`src/rtl/uart_tx_fifo.sv`:
```
`default_nettype none
// ============================================================================
// Module   : uart_tx_fifo
// Purpose  : UART transmitter with a TX FIFO, configurable data width,
//            runtime parity mode, 1/2 stop bits and a runtime baud divisor.
//            Frames queued in the FIFO are sent back-to-back with no idle gap.
// Ports    : Clock, Rst         - clock, synchronous active-high reset
//            Divisor            - clocks per bit minus 1
//            ParMode            - 00 none, 01 even, 10 odd, 11 none
//            StopBits           - 0 one stop bit, 1 two stop bits
//            Wr, Datain         - FIFO write strobe and payload
//            Full, Empty, Level - FIFO status (registered-count based)
//            out, busy          - serial line (idles high), frame in progress
//            Overflow           - sticky dropped-write flag (only when the
//                                 UART_TX_OVERFLOW_EN macro is defined)
// Revision : 1.0 - initial release
// ============================================================================
module uart_tx_fifo #(
    parameter int DATA_W     = 8,
    parameter int FIFO_DEPTH = 8,
    parameter int DIV_W      = 16
) (
    input  logic                          Clock,
    input  logic                          Rst,
    input  logic [DIV_W-1:0]              Divisor,
    input  logic [1:0]                    ParMode,
    input  logic                          StopBits,
    input  logic                          Wr,
    input  logic [DATA_W-1:0]             Datain,
    output logic                          Full,
    output logic                          Empty,
    output logic [$clog2(FIFO_DEPTH):0]   Level,
    output logic                          out,
`ifdef UART_TX_OVERFLOW_EN
    output logic                          busy,
    output logic                          Overflow
`else
    output logic                          busy
`endif
);

    localparam int ADDR_W = $clog2(FIFO_DEPTH);
    localparam int LVL_W  = ADDR_W + 1;
    localparam int BCNT_W = $clog2(DATA_W);

    typedef enum logic [2:0] {
        S_IDLE   = 3'd0,
        S_START  = 3'd1,
        S_DATA   = 3'd2,
        S_PARITY = 3'd3,
        S_STOP   = 3'd4
    } state_t;

    // ------------------------------------------------------------------
    // FIFO storage and pointers
    // ------------------------------------------------------------------
    logic [DATA_W-1:0] mem_q [FIFO_DEPTH];
    logic [ADDR_W-1:0] wr_ptr_q, wr_ptr_d;
    logic [ADDR_W-1:0] rd_ptr_q, rd_ptr_d;
    logic [LVL_W-1:0]  count_q,  count_d;

    logic              w_full;
    logic              w_empty;
    logic              w_wr_en;
    logic              w_pop;
    logic [DATA_W-1:0] w_head;

    assign w_full  = (count_q == LVL_W'(FIFO_DEPTH));
    assign w_empty = (count_q == '0);
    // A write while full is dropped even if a pop frees a slot this cycle.
    assign w_wr_en = Wr && !w_full;
    assign w_head  = mem_q[rd_ptr_q];

    assign Full  = w_full;
    assign Empty = w_empty;
    assign Level = count_q;

    always_comb begin
        wr_ptr_d = wr_ptr_q;
        rd_ptr_d = rd_ptr_q;
        count_d  = count_q;
        if (w_wr_en) begin
            wr_ptr_d = wr_ptr_q + ADDR_W'(1);
        end
        if (w_pop) begin
            rd_ptr_d = rd_ptr_q + ADDR_W'(1);
        end
        case ({w_wr_en, w_pop})
            2'b10:   count_d = count_q + LVL_W'(1);
            2'b01:   count_d = count_q - LVL_W'(1);
            default: count_d = count_q;
        endcase
    end

    always_ff @(posedge Clock) begin
        if (w_wr_en) begin
            mem_q[wr_ptr_q] <= Datain;
        end
    end

    // ------------------------------------------------------------------
    // Transmit FSM
    // ------------------------------------------------------------------
    state_t            state_q,    state_d;
    logic [DIV_W-1:0]  baud_q,     baud_d;
    logic [BCNT_W-1:0] bit_q,      bit_d;
    logic [DATA_W-1:0] shreg_q,    shreg_d;
    logic              par_q,      par_d;
    logic [DIV_W-1:0]  div_q,      div_d;
    logic [1:0]        pmode_q,    pmode_d;
    logic              stop2_q,    stop2_d;
    logic              stop_cnt_q, stop_cnt_d;
    logic              out_q,      out_d;
    logic              busy_q,     busy_d;

    logic              w_bit_end;
    logic              w_par_en;
    logic              w_load;

    assign w_bit_end = (baud_q == '0);
    assign w_par_en  = (pmode_q == 2'b01) || (pmode_q == 2'b10);

    always_comb begin
        state_d    = state_q;
        baud_d     = baud_q;
        bit_d      = bit_q;
        shreg_d    = shreg_q;
        par_d      = par_q;
        div_d      = div_q;
        pmode_d    = pmode_q;
        stop2_d    = stop2_q;
        stop_cnt_d = stop_cnt_q;
        out_d      = out_q;
        w_load     = 1'b0;
        w_pop      = 1'b0;

        case (state_q)
            S_IDLE: begin
                out_d = 1'b1;
                if (!w_empty) begin
                    w_load = 1'b1;
                end
            end
            S_START: begin
                if (w_bit_end) begin
                    state_d = S_DATA;
                    baud_d  = div_q;
                    bit_d   = '0;
                    out_d   = shreg_q[0];
                end else begin
                    baud_d = baud_q - DIV_W'(1);
                end
            end
            S_DATA: begin
                if (w_bit_end) begin
                    baud_d = div_q;
                    if (bit_q == BCNT_W'(DATA_W - 1)) begin
                        if (w_par_en) begin
                            state_d = S_PARITY;
                            // par_q holds the even-parity bit; odd mode inverts it.
                            out_d   = (pmode_q == 2'b10) ? ~par_q : par_q;
                        end else begin
                            state_d    = S_STOP;
                            out_d      = 1'b1;
                            stop_cnt_d = stop2_q;
                        end
                    end else begin
                        bit_d   = bit_q + BCNT_W'(1);
                        shreg_d = shreg_q >> 1;
                        out_d   = shreg_q[1];
                    end
                end else begin
                    baud_d = baud_q - DIV_W'(1);
                end
            end
            S_PARITY: begin
                if (w_bit_end) begin
                    state_d    = S_STOP;
                    baud_d     = div_q;
                    out_d      = 1'b1;
                    stop_cnt_d = stop2_q;
                end else begin
                    baud_d = baud_q - DIV_W'(1);
                end
            end
            S_STOP: begin
                if (w_bit_end) begin
                    if (stop_cnt_q) begin
                        // Second stop bit still to go.
                        stop_cnt_d = 1'b0;
                        baud_d     = div_q;
                    end else if (!w_empty) begin
                        w_load = 1'b1;
                    end else begin
                        state_d = S_IDLE;
                        out_d   = 1'b1;
                    end
                end else begin
                    baud_d = baud_q - DIV_W'(1);
                end
            end
            default: begin
                state_d = S_IDLE;
                out_d   = 1'b1;
            end
        endcase

        // Frame pop: head entry and line configuration are captured together
        // so mid-frame changes on the config inputs cannot affect this frame.
        if (w_load) begin
            w_pop      = 1'b1;
            shreg_d    = w_head;
            par_d      = ^w_head;
            div_d      = Divisor;
            baud_d     = Divisor;
            pmode_d    = ParMode;
            stop2_d    = StopBits;
            stop_cnt_d = 1'b0;
            state_d    = S_START;
            out_d      = 1'b0;
        end
    end

    assign busy_d = (state_d != S_IDLE);

    always_ff @(posedge Clock) begin
        if (Rst) begin
            state_q    <= S_IDLE;
            baud_q     <= '0;
            bit_q      <= '0;
            shreg_q    <= '0;
            par_q      <= 1'b0;
            div_q      <= '0;
            pmode_q    <= 2'b00;
            stop2_q    <= 1'b0;
            stop_cnt_q <= 1'b0;
            out_q      <= 1'b1;
            busy_q     <= 1'b0;
            wr_ptr_q   <= '0;
            rd_ptr_q   <= '0;
            count_q    <= '0;
        end else begin
            state_q    <= state_d;
            baud_q     <= baud_d;
            bit_q      <= bit_d;
            shreg_q    <= shreg_d;
            par_q      <= par_d;
            div_q      <= div_d;
            pmode_q    <= pmode_d;
            stop2_q    <= stop2_d;
            stop_cnt_q <= stop_cnt_d;
            out_q      <= out_d;
            busy_q     <= busy_d;
            wr_ptr_q   <= wr_ptr_d;
            rd_ptr_q   <= rd_ptr_d;
            count_q    <= count_d;
        end
    end

    assign out  = out_q;
    assign busy = busy_q;

`ifdef UART_TX_OVERFLOW_EN
    logic overflow_q, overflow_d;

    assign overflow_d = overflow_q | (Wr && w_full);

    always_ff @(posedge Clock) begin
        if (Rst) begin
            overflow_q <= 1'b0;
        end else begin
            overflow_q <= overflow_d;
        end
    end

    assign Overflow = overflow_q;
`endif

endmodule
`default_nettype wire

```
`config.mk`:
```
export PLATFORM = sky130hd
export DESIGN_NAME = uart_tx_fifo
export DESIGN_NICKNAME = d
export VERILOG_FILES = /design/src/rtl/uart_tx_fifo.sv
export SDC_FILE = /design/constraint.sdc
export NUM_CORES = 1
export LEC_CHECK = 0
export ABC_AREA = 0
export BUFFER_PORTS_ARGS = -buffer_cell sky130_fd_sc_hd__buf_2
export CAP_MARGIN = 20
export CORE_ASPECT_RATIO = 1.25
export CORE_UTILIZATION = 65
export CTS_CLUSTER_SIZE = 16
export DETAILED_ROUTE_END_ITERATION = 8
export PLACE_DENSITY = 0.95
export RECOVER_POWER = 50
export SYNTH_ARGS = -nofsm -noshare
export SYNTH_HDL_FRONTEND = slang
export SYNTH_SLANG_ARGS = --single-unit
```
`constraint.sdc`:
```
create_clock -name Clock -period 5.5 [get_ports Clock]
set_input_delay 0 -clock Clock [delete_from_list [all_inputs] [get_ports Clock]]
set_output_delay 0 -clock Clock [all_outputs]
set_load 0.01 [all_outputs]
```
==> results.sh <==
export IMPL_nFillCells=534
export IMPL_htreeDepth=4
export IMPL_seq_area_mm2=0.003243
export IMPL_ioPinCount=38
export IMPL_setup_tns_ns=0
export IMPL_final_nets=642
export IMPL_yosysSeqAreaShare_pct=52.65
export IMPL_synth_seq_cells=130
export IMPL_vias=4694
export IMPL_required_ns=5.84
export IMPL_slowest_delay_ns=0.54
export IMPL_power_leakage_nw=2.584
export IMPL_final_antenna_net_count=0
export IMPL_cts_root_buf="clkbuf_16"
export IMPL_critPathKind="flip-flop to flip-flop"
export IMPL_drc=0
export IMPL_die_width_um=89.07
export IMPL_max_freq_mhz=256.0
export IMPL_synthCells=546
export IMPL_grt_use_total_pct=33.13
export IMPL_rows=39
export IMPL_report_final_hold_viol_count=0
export IMPL_finalSetupViolations=0
export IMPL_die_h_um=110.8
export IMPL_dp_hpwl_mm=8.755
export IMPL_final_cell_area_mm2=0.007295
export IMPL_status="finished, final reports clean"
export IMPL_layout_commonest_cell="dfxtp_1"
export IMPL_slowest_stage="nand2_2"
export IMPL_core_area_mm2=0.009174
export IMPL_path_buf_inv=2
export IMPL_gp_congestion=0.9444
export IMPL_grt_pass1_wl_mm=23.67
export IMPL_synth_area_per_cell_um2=11.28
export IMPL_min_path_type="input pin to flip-flop"
export IMPL_cts_max_path_buffers=2
export IMPL_rsz0062_at_grt="no"
export IMPL_syn_area_mm2=0.006160
export IMPL_cp_arrival_ns=4.24
export IMPL_synthArstFlopShare_pct=0
export IMPL_viasPerCell=6.352
export IMPL_drive_gt1_share_pct=15.58
export IMPL_drtPass1Iterations=5
export IMPL_max_slew_margin_rel_pct=36.63
export IMPL_grt_max_degree=66
export IMPL_power_density_mw_per_mm2=551.7
export IMPL_final_cell_mix="66 x dfxtp_1, 65 x nand2_1, 64 x edfxtp_1, 46 x nor2_1, 42 x a21oi_1"
export IMPL_antenna_found_initial=0
export IMPL_syn_to_final_growth_pct=18.42
export IMPL_n_antenna_cell=0
export IMPL_clk_pin_slew_ns=0.06
export IMPL_overflow=0
export IMPL_initial_core_util_pct=67.14
export IMPL_cts_buffers=17
export IMPL_critPathTopFamily="simple AND/OR/NAND/NOR gates"
export IMPL_cp_max_fo=39
export IMPL_cts_resized=0
export IMPL_grt_pass1_vias=4736
export IMPL_drt_total_wl_mm=15.42
export IMPL_min_period_ns=3.906
export IMPL_multi_input_area_mm2=0.002711
export IMPL_syn_nets=585
export IMPL_clock_latency_ns=0.43
export IMPL_cts_tree="built"
export IMPL_peakVddDrop_mv=0.3183
export IMPL_port_buffers=37
export IMPL_tightest_slew_ns=0.9471
export IMPL_placed_area_mm2=0.006376
export IMPL_critPathCaptureType="flip-flop"
export IMPL_timing_final_crit_share_pct=71.01
export IMPL_path_cells="or3_1 -> or2_1 -> o41ai_4 -> nand2_2 -> inv_2 -> buf_4 -> ha_1 -> a21oi_1 -> xor2_1 -> or3_1 -> a21oi_1"
export IMPL_skew_ns=0.009359
export IMPL_drt_iter0_markers=375
export IMPL_finalMaxSlewViolations=0
export IMPL_post_drt_wl_per_cell_um=20.86
export IMPL_yosysWarnings=0
export IMPL_synth_edf_count=64
export IMPL_ys_types=59
export IMPL_maxCapViolations=0
export IMPL_dieArea_mm2=0.009872
export IMPL_clkSinkCount=130
export IMPL_worst_setup_path_start_kind="flip-flop"
export IMPL_synthFlopType="dfxtp_1"
-- per-layer routing --
| metal | part of all wire (%) | GRT usage (%) | up-vias |
|---|---|---|---|
| li1 | - | - | 2119 |
| met1 | 35 | 34.86 | 2282 |
| met3 | 5.5 | 7.148 | 59 |
| met5 | 0 | 0 | - |
| met4 | 3.9 | 17.25 | 0 |
| met2 | 55 | 60.00 | 234 |
-- worst paths after layout --
path | startpoint | endpoint | slack (ns) | cells past startpoint
worst min-delay path | Rst | bit_q[2] | 0.11 | 2
worst max register to register | baud_q[2] | Level[2] | 1.59 | 11
worst max-delay path | baud_q[2] | Level[2] | 1.59 | 11
worst min register to register | div_q[5] | div_q[5] | 0.46 | 2
-- synthesized netlist by cell type, types with 8 or more instances --
cell type / number / share of area (%)
nor3_1: 12 / 0.98
xor2_1: 33 / 4.7
mux2i_1: 16 / 2.6
dfxtp_1: 66 / 21
inv_1: 9 / 0.55
a311oi_1: 8 / 1.1
o21ai_0: 13 / 1.1
xnor2_1: 13 / 1.8
nand2b_1: 8 / 0.81
mux2_2: 8 / 1.5
nor2_1: 46 / 2.8
nand2_1: 65 / 4.0
mux4_2: 19 / 6.9
a22oi_1: 8 / 0.98
ha_1: 9 / 1.8
buf_2: 11 / 0.89
clkbuf_1: 17 / 1.0
a21oi_1: 42 / 3.4
edfxtp_1: 64 / 31
-- worst reg2reg max path, stage by stage (launching register included) --
cell     delay [ns]
dfxtp_1        0.35
or3_1          0.49
or2_1          0.39
o41ai_4        0.47
nand2_2        0.54
inv_2          0.21
buf_4          0.37
ha_1           0.27
a21oi_1        0.09
xor2_1         0.17
or3_1          0.31
a21oi_1        0.16
-- power breakdown --
group	internal (mW)	switching [mW]
clock	0.772	0.462
sequential	1.20	0.164
combinational	0.572	0.848
-- sequential cells by signal, indices dropped and copies added (netlist names), named ones only --
signal / cells
bit_q: 3
shreg_q: 8
stop_cnt_q: 1
out: 1
baud_q: 16
mem_q: 64
busy: 1
Level: 4
wr_ptr_q: 3
div_q: 16
pmode_q: 2
rd_ptr_q: 3
par_q: 1
state_q: 3
stop2_q: 1
-- logic make-up (layout without fill, tap and decap cells) --
kind of cell    count (synthesis)  after routing  synth area share [%]
simple gates                  165            165                 12.55
flops                         130            130                 52.65
compound gates                110            110                 12.09
xor+xnor                       46             46                 6.541
mux                            43             43                 11.01
buf+inv                        43            113                 3.331
fa+ha+maj                       9              9                 1.828
-- through the flow --
stage | utilization, % | power (mW) | setup slack, ns | instances | hold WS [ns]
after floorplan | - | 2.448 | 2.290 | 546 | 0.09887
after CTS | 79.51 | 3.997 | 1.639 | 738 | 0.08406
after global routing | 79.51 | 4.214 | 1.397 | 739 | 0.1387
after global placement | 69.50 | 2.642 | 1.891 | 679 | 0.2510
after detailed placement | 69.50 | 2.713 | 1.693 | 679 | 0.2551
final | 79.51 | 4.024 | 1.594 | 739 | 0.1108
-- layout make-up --
class	instances	area share [%]
timing repair buffer	71	6.861
clock buffer	17	5.832
sequential	130	44.46
clock inverter	15	3.053
tap	123	2.110
multi-input combinational	373	37.17
inverter	10	0.5146
-- repair_timing --
item / CTS / global route
endpoints found under the setup margin: 0 / 0
endpoints found under the hold margin: 94 / 0
buffers inserted: 0 / 0
hold buffers: 27 / 0
Note: power is estimated with default switching activity, not from simulation.
